`src/rtl/paritiy3_frame_rx.sv`:
```
// Serial frame receiver: start(0), DATA_W data bits MSB-first, parity, stop(1).
// Delivers the deserialised word with a one-cycle valid pulse and held error flags.
module paritiy3_frame_rx #(
  parameter int DATA_W = 3,
  parameter bit ODD    = 1'b0
) (
  input  logic              clk,
  input  logic              reset,
  input  logic              bit_en,
  input  logic              rx,
  output logic [DATA_W-1:0] data,
  output logic              valid,
  output logic              parity_err,
  output logic              frame_err,
  output logic              busy
);

  // Handshake: valid is a single-cycle strobe with no back-pressure; data,
  // parity_err and frame_err are stable from a valid cycle until the next one.

  localparam int CNT_W = (DATA_W > 1) ? $clog2(DATA_W) : 1;
  localparam logic [CNT_W-1:0] LAST_BIT = CNT_W'(DATA_W - 1);

  typedef enum logic [1:0] {
    IDLE   = 2'd0,
    DATA   = 2'd1,
    PARITY = 2'd2,
    STOP   = 2'd3
  } state_t;

  state_t            state;
  state_t            state_nxt;
  logic [CNT_W-1:0]  cnt;
  logic [CNT_W-1:0]  cnt_nxt;
  logic [DATA_W-1:0] shift;
  logic [DATA_W-1:0] shift_nxt;
  logic              par_bit;
  logic              par_bit_nxt;
  logic              frame_done;

  always_ff @(posedge clk) begin
    if (reset) begin
      state   <= IDLE;
      cnt     <= '0;
      shift   <= '0;
      par_bit <= 1'b0;
    end else begin
      state   <= state_nxt;
      cnt     <= cnt_nxt;
      shift   <= shift_nxt;
      par_bit <= par_bit_nxt;
    end
  end

  always_comb begin
    state_nxt   = state;
    cnt_nxt     = cnt;
    shift_nxt   = shift;
    par_bit_nxt = par_bit;
    frame_done  = 1'b0;
    if (bit_en) begin
      case (state)
        IDLE: begin
          if (!rx) begin
            state_nxt = DATA;
            cnt_nxt   = '0;
          end
        end
        DATA: begin
          // Truncating the concatenation keeps the newest DATA_W bits.
          shift_nxt = DATA_W'({shift, rx});
          if (cnt == LAST_BIT) begin
            cnt_nxt   = '0;
            state_nxt = PARITY;
          end else begin
            cnt_nxt = cnt + CNT_W'(1);
          end
        end
        PARITY: begin
          par_bit_nxt = rx;
          state_nxt   = STOP;
        end
        STOP: begin
          frame_done = 1'b1;
          state_nxt  = IDLE;
        end
        default: state_nxt = IDLE;
      endcase
    end
  end

  // Result registers move only on the stop-bit edge, so they hold between frames.
  always_ff @(posedge clk) begin
    if (reset) begin
      data       <= '0;
      valid      <= 1'b0;
      parity_err <= 1'b0;
      frame_err  <= 1'b0;
    end else begin
      valid <= frame_done;
      if (frame_done) begin
        data       <= shift;
        parity_err <= par_bit ^ (^shift) ^ ODD;
        frame_err  <= ~rx;
      end
    end
  end

  assign busy = (state != IDLE);

endmodule

```
`config.mk`:
```
export PLATFORM = sky130hd
export DESIGN_NAME = paritiy3_frame_rx
export DESIGN_NICKNAME = d
export VERILOG_FILES = /design/src/rtl/paritiy3_frame_rx.sv
export SDC_FILE = /design/constraint.sdc
export NUM_CORES = 1
export LEC_CHECK = 0
export CORE_AREA = 2 2 39 41
export CTS_CLUSTER_SIZE = 12
export DETAILED_ROUTE_END_ITERATION = 16
export DIE_AREA = 0 0 41 43
export GPL_TIMING_DRIVEN = 0
export PLACE_DENSITY = 0.69
export SKIP_CTS_REPAIR_TIMING = 1
export SLEW_MARGIN = 10
export SYNTH_ARGS = -nofsm -noshare
export SYNTH_HDL_FRONTEND = slang
export SYNTH_SLANG_ARGS = --single-unit
```
`constraint.sdc`:
```
create_clock -name clk -period 3.13 [get_ports clk]
set_input_delay 0.7825 -clock clk [delete_from_list [all_inputs] [get_ports clk]]
set_output_delay 0.7825 -clock clk [all_outputs]
set_load 0.01 [all_outputs]
```
==> run summary, run 1 <==
Outcome
- **run status** complete, no violations

Cells and area
- **signed area change from the synthesized netlist to the final layout** 22.4%
- **proportion of layout cells with a drive suffix above 1** 0.0449
- **non-filler cells, final** 105
- **ANT cells** 0
- **final layout net count** 100
- **most common library cell in the layout ignoring fill and taps** sky130_fd_sc_hd__dfxtp_1
- **final cell utilization of the core** 0.563
- **most frequent cells in the layout** 14 x sky130_fd_sc_hd__dfxtp_1, 12 x sky130_fd_sc_hd__nand2_1, 10 x sky130_fd_sc_hd__a21oi_1, 10 x sky130_fd_sc_hd__clkdlybuf4s50_1, 9 x sky130_fd_sc_hd__nor2_1

Place
- **Port-buffer cells** 10
- **Detailed Place HPWL** 863 um
- **GP Congestion** 0.664
- **count of placed standard cells including taps** 102

Timing
- **Clock Skews** 0.00243 ns
- **max-slew violation count** 0
- **final-layout setup total negative slack** 0 ns
- **minimum clock period after layout** 2.41 ns
- **pin slew with the least headroom to its limit** 0.490 ns
- **Max-slew headroom** 0.673
- **Highest Clock Rate** 415 MHz
- **hold violation total from the final report** 0
- **Setup violations, final** 0
- **post-route worst hold slack** 0.458 ns
- **setup repair after global routing missed its margin** false
- **Period Utilization, post-route** 0.770

Worst setup path
- **Crit Reg-Reg Endpoint** cnt[0]
- **highest net fanout along the worst path** 5
- **Crit Reg-Reg Startpoint** state[0]
- **Critical Path Start Type** flip-flop
- **setup slack of the most critical reg-to-reg path** 1.38 ns
- **data arrival time of the critical path** 1.63 ns
- **Critical Path RT** 2.35 ns
- **Critical Setup Path Class** reg -> out
- **crit path launch** state[0]
- **nature of the critical path endpoint** primary output
- **R2R cell count** 6

Floorplanning
- **effective utilization at floorplan** 0.460
- **number of cell rows** 14
- **Die Footprint** 0.00176 sq mm
- **core region area** 0.00138 sq mm
- **chip width** 41 um
- **die boundary height** 43 um
- **number of top-level design ports** 11

Routing
- **total wire length** 1160 um
- **Pre-antenna DRT Iters** 4
- **number of remaining DRC errors** 0
- **Routed wire per std cell** 11.0 um
- **via density per instance** 5.27
- **number of vias in the routed layout** 553
- **starting DRC count in detailed routing** 10
- **DRT antenna net count** 0

Clock network
- **Worst-path clk slew** 0.08 ns
- **clock sink count** 14
- **TritonCTS clock tree** yes
- **Clock Latency Late Sink** 0.27 ns
- **Max clock buf depth** 2
- **cell at the root of the clock tree** sky130_fd_sc_hd__clkbuf_4
- **deepest level of the CTS H-tree** 1
- **number of buffers created by CTS** 3

GRT
- **largest net degree at the start of global routing** 11
- **met3 routing resource usage after global routing** 0.0314
- **antenna violations before repair** 0
- **global router's overall resource usage** 0.149
- **via count of the first global-routing pass** 459
- **total gr overflow** 0
- **met2 Resource Use GR** 0.228
- **GRT busiest layer** met2
- **first-pass GRT wire length** 1790 um
- **GR Util met1** 0.184

Logic synthesis
- **Cells after Synth** 76
- **cell types with the largest area share after synthesis** sky130_fd_sc_hd__dfxtp_1 44%, sky130_fd_sc_hd__ha_1 9.8%, sky130_fd_sc_hd__a21oi_1 7.9%
- **fraction of synthesized cell area in xor and xnor cells** 0.0413
- **fraction of the mapped netlist area in adder cells** 0.0982
- **area share of and/or/nand/nor cells after synthesis** 0.236
- **fraction of the mapped netlist area in compound gates** 0.118
- **average footprint of a synthesized cell** 8.38 sq um
- **cell taking the most area after synthesis** sky130_fd_sc_hd__dfxtp_1
- **count of different cell masters after synthesis** 18
- **netlist area before placement** 637 sq um
- **number of warnings printed during yosys synthesis** 0
- **number of flip-flops and latches in the synthesized netlist** 14
- **nets in the synthesized netlist** 85
- **share of synthesized area occupied by flip-flops and latches** 0.440
- **main combinational cell family by area after synthesis** simple AND/OR/NAND/NOR gates
- **fraction of synthesized cell area taken by the top area cell type** 0.440
- **post-synthesis mux area share** 0.0314

Run
- **Max Cap Viol** 0

Worst hold path
- **path class of the lowest-slack min-delay path** reg -> reg
- **worst min-delay path endpoint** data[0]
- **Min-Delay Path Depth** 2
- **launch instance of the worst min-delay path** data[0]

Power and ir drop
- **PD cells** 428 mW/mm^2
- **leak pwr** 0.000301 uW
- **peak supply drop** 240 uV
- **overall power of the completed layout** 333 uW

[stage by stage]
step	setup WS, ns	area [sq um]
after floorplan	1.42	637
after global placement	0.833	757
after detailed placement	0.806	757
after CTS	0.724	779
after global routing	0.663	779
final	0.719	779
[cells in the mapped netlist, drive strengths merged]
cell type / n
a221oi: 1
clkbuf: 2
nand3: 7
o21ai: 1
a211oi: 1
dfxtp: 14
inv: 4
and2b: 2
or4b: 1
xor2: 1
nand2: 12
a21oi: 10
mux2i: 2
nor2: 9
xnor2: 2
nand2b: 1
nor3: 1
ha: 5
[layout make-up]
type / count / area (sq um)
inverter: 4 / 15.0
sequential: 14 / 280
timing repair buffer: 10 / 100
tap: 16 / 20.0
buffer: 2 / 7.51
multi-input combinational: 56 / 334
clock buffer: 3 / 22.5
fill: 142 / 604
[kinds of logic after synthesis]
family	count (synthesis)
mux	2
xor+xnor	3
fa+ha+maj	5
compound gates	13
flops	14
simple gates	33
buf+inv	6
[how the worst max path moves through the flow]
| stage | end | slack [ns] | cells past startpoint |
|---|---|---|---|
| final | busy | 0.72 | 4 |
| after global routing | busy | 0.66 | 4 |
| after CTS | busy | 0.72 | 4 |
| after detailed placement | cnt[0] | 0.81 | 5 |
| after global placement | cnt[0] | 0.83 | 5 |
| after floorplan | cnt[0] | 1.42 | 4 |
[state kept, by name (all words and copies together) (netlist names)]
register / cells
cnt: 2
shift: 3
frame_err: 1
parity_err: 1
data: 3
valid: 1
state: 2
par_bit: 1
[routing by layer]
metal,part of all wire,vias up
li1,-,280
met1,0.44,257
met4,0.011,0
met5,0,-
met2,0.50,14
met3,0.041,2
[where the power goes]
group | internal (uW) | switching (uW) | total, uW | leakage [uW]
logic | 22.1 | 25.5 | 47.6 | 0.000174
clock network | 44.5 | 54.5 | 99.0 | 0.0000138
registers | 182 | 4.63 | 187 | 0.000113
[critical path: stages (launching register included)]
cell	delay (ns)
sky130_fd_sc_hd__dfxtp_1	0.43
sky130_fd_sc_hd__inv_1	0.09
sky130_fd_sc_hd__ha_1	0.25
sky130_fd_sc_hd__inv_1	0.07
sky130_fd_sc_hd__clkdlybuf4s50_1	0.52
Note: power is estimated with default switching activity, not from simulation.
==> inputs of run 2 (changes only) <==
- CORE_AREA: 2 2 39 41 -> default
- CORE_MARGIN: default -> 1.5
- CORE_UTILIZATION: default -> 44
- DIE_AREA: 0 0 41 43 -> default
- PLACE_DENSITY: 0.69 -> 0.67
- clock period: 3.13 -> 2 ns (I/O delays scaled with it)
==> run summary, run 2 (synthesis results as in run 1) <==
Clock network
- **Worst-path clk slew** 0.09 ns, about the same
- **number of buffers created by CTS** 3, unchanged
- **Clock Latency Late Sink** 0.29 ns, +0.02 ns
- **cell at the root of the clock tree** sky130_fd_sc_hd__clkbuf_4
- **deepest level of the CTS H-tree** 1, unchanged
- **clock sink count** 14, unchanged
- **TritonCTS clock tree** yes
- **Max clock buf depth** 2, unchanged

GRT
- **largest net degree at the start of global routing** 11, unchanged
- **antenna violations before repair** 0, unchanged
- **total gr overflow** 0, unchanged
- **global router's overall resource usage** 0.184, +0.0351
- **via count of the first global-routing pass** 433, -5.7%
- **first-pass GRT wire length** 1950 um, +8.4%

Power and ir drop
- **internal power** 431 uW, +74%
- **power share of the clock group** 0.359, +0.062
- **Net Sw Frac** 0.253, -0.000810
- **overall power of the completed layout** 578 uW, +73%
- **PD cells** 720 mW/mm^2, +68%
- **leak pwr** 0.000323 uW, +7.3%
- **sequential share of power** 0.507, -0.053
- **peak supply drop** 457 uV, +90%
- **power dissipated by switching net loads** 146 uW, +73%
- **combinational group share of total power** 0.134, -0.009

Cells and area
- **leading registers by flop count** data: 3 flops, shift: 3 flops
- **multi-input logic area** 337 sq um, +0.75%
- **final layout net count** 100, unchanged
- **Final Instance Area** 802 sq um, +2.9%
- **proportion of layout cells with a drive suffix above 1** 0.0889, +0.0439
- **non-filler cells, final** 105, unchanged
- **area used by sequential logic in the layout** 285 sq um, +1.8%
- **number of fill cells** 104, -27%
- **ANT cells** 0, unchanged
- **most frequent cells in the layout** 12 x sky130_fd_sc_hd__nand2_1, 12 x sky130_fd_sc_hd__dfxtp_1, 10 x sky130_fd_sc_hd__a21oi_1
- **signed area change from the synthesized netlist to the final layout** 25.9%

Place
- **count of placed standard cells including taps** 101, -0.98%
- **Port-buffer cells** 10, unchanged
- **GP Congestion** 0.723, +9.0%
- **post-detailed-placement cell area** 756 sq um, -0.17%
- **Detailed Place HPWL** 839 um, -2.8%

Timing
- **minimum clock period after layout** 1.78 ns
- **Period Utilization, post-route** 0.890
- **Max-slew headroom** 0.642, -0.0312
- **hold violation total from the final report** 0, unchanged
- **pin slew with the least headroom to its limit** 0.537 ns, +0.0468 ns
- **Clock Skews** 0.00642 ns, +0.00399 ns
- **setup repair after global routing missed its margin** false
- **final-layout setup total negative slack** 0 ns, unchanged
- **Setup violations, final** 0, unchanged
- **Highest Clock Rate** 562 MHz
- **max-slew violation count** 0, unchanged

Worst setup path
- **data arrival time of the critical path** 1.96 ns, +0.33 ns
- **Critical Path Start Type** primary input
- **Critical Path RT** 2.18 ns, -0.17 ns
- **highest net fanout along the worst path** 5, unchanged
- **Cell Chain, Critical Path** clkdlybuf4s50_1 > a221oi_1 > nor2_1 > a211oi_1
- **cell class contributing the biggest share of worst-path delay** compound AO/OA/AOI/OAI gates
- **number of buffers and inverters on the critical path** 1, -2
- **Crit-path slowest cell** sky130_fd_sc_hd__a221oi_1
- **nature of the critical path endpoint** flip-flop
- **Critical Setup Path Class** in -> reg
- **delay of the slowest cell on the worst path** 0.54 ns, +0.02 ns

Outcome
- **run status** complete, no violations

Routing
- **Routed wire per std cell** 11.4 um, +3.6%
- **starting DRC count in detailed routing** 11, +1
- **number of vias in the routed layout** 530, -4.2%
- **via density per instance** 5.05, -4.2%
- **DRT antenna net count** 0, unchanged
- **Pre-antenna DRT Iters** 4, unchanged
- **number of remaining DRC errors** 0, unchanged
- **total wire length** 1200 um, +3.6%

Run
- **Max Cap Viol** 0, unchanged

Floorplanning
- **effective utilization at floorplan** 0.483, +0.0232
- **core region area** 0.00132 sq mm, -4.8%
- **Die Footprint** 0.00168 sq mm, -4.4%
- **die boundary height** 41.0 um, -4.5%
- **number of cell rows** 13, -1
- **number of top-level design ports** 11, unchanged
- **chip width** 41.0 um, +0.11%

Worst hold path
- **path class of the lowest-slack min-delay path** reg -> reg

## run 2: routing by layer
metal  track usage  wire length (um)
met3        0.0489                62
met1         0.234               559
met5             0                 0
met4         0.100                22
met2         0.277               555
## run 2: stage by stage
stage                     hold slack, ns  setup WS, ns   util
after floorplan                    0.446         0.396      -
after global placement             0.443       -0.0154  0.574
after detailed placement           0.446       -0.0342  0.574
after CTS                          0.459        -0.139  0.601
after global routing               0.478         0.100  0.609
final                              0.454         0.220  0.609
## run 2: cell type report
class | count | share of cell area
Inverter | 4 | 0.0187
Sequential cell | 14 | 0.356
Clock buffer | 4 | 0.0452
Timing Repair Buffer | 10 | 0.128
Buffer | 2 | 0.00936
Multi-Input combinational cell | 56 | 0.420
Tap cell | 15 | 0.0234
## run 2: worst register-to-register path: stages (launching register included)
cell                       delay [ns]
sky130_fd_sc_hd__dfxtp_4         0.38
sky130_fd_sc_hd__inv_1           0.06
sky130_fd_sc_hd__ha_2            0.21
sky130_fd_sc_hd__a221oi_1        0.53
sky130_fd_sc_hd__nor2_1          0.12
sky130_fd_sc_hd__a211oi_1        0.30
## run 2: power by group through the flow
stage | sequential (uW) | combinational, uW | clock, uW
floorplan | 297 | 49.5 | 0
global placement | 298 | 73.7 | 0
detailed placement | 298 | 75.1 | 0
CTS | 292 | 77.6 | 213
global route | 294 | 87.0 | 222
finish | 293 | 77.5 | 207
## run 2: path summary, 6_finish.rpt
| kind | start | depth (start not counted) | slack (ns) | endpoint |
|---|---|---|---|---|
| setup reg to reg | state[0] | 5 | 0.30 | state[0] |
| hold reg to reg | data[0] | 2 | 0.45 | data[0] |
| hold / removal | data[0] | 2 | 0.45 | data[0] |
| setup / recovery | rx | 4 | 0.22 | state[0] |
==> inputs of run 3 (changes only) <==
- ABC_CLOCK_PERIOD_IN_PS: default -> 2000
==> results of run 3 <==
The final DEF is identical to that of run 2; final timing and power are the same.
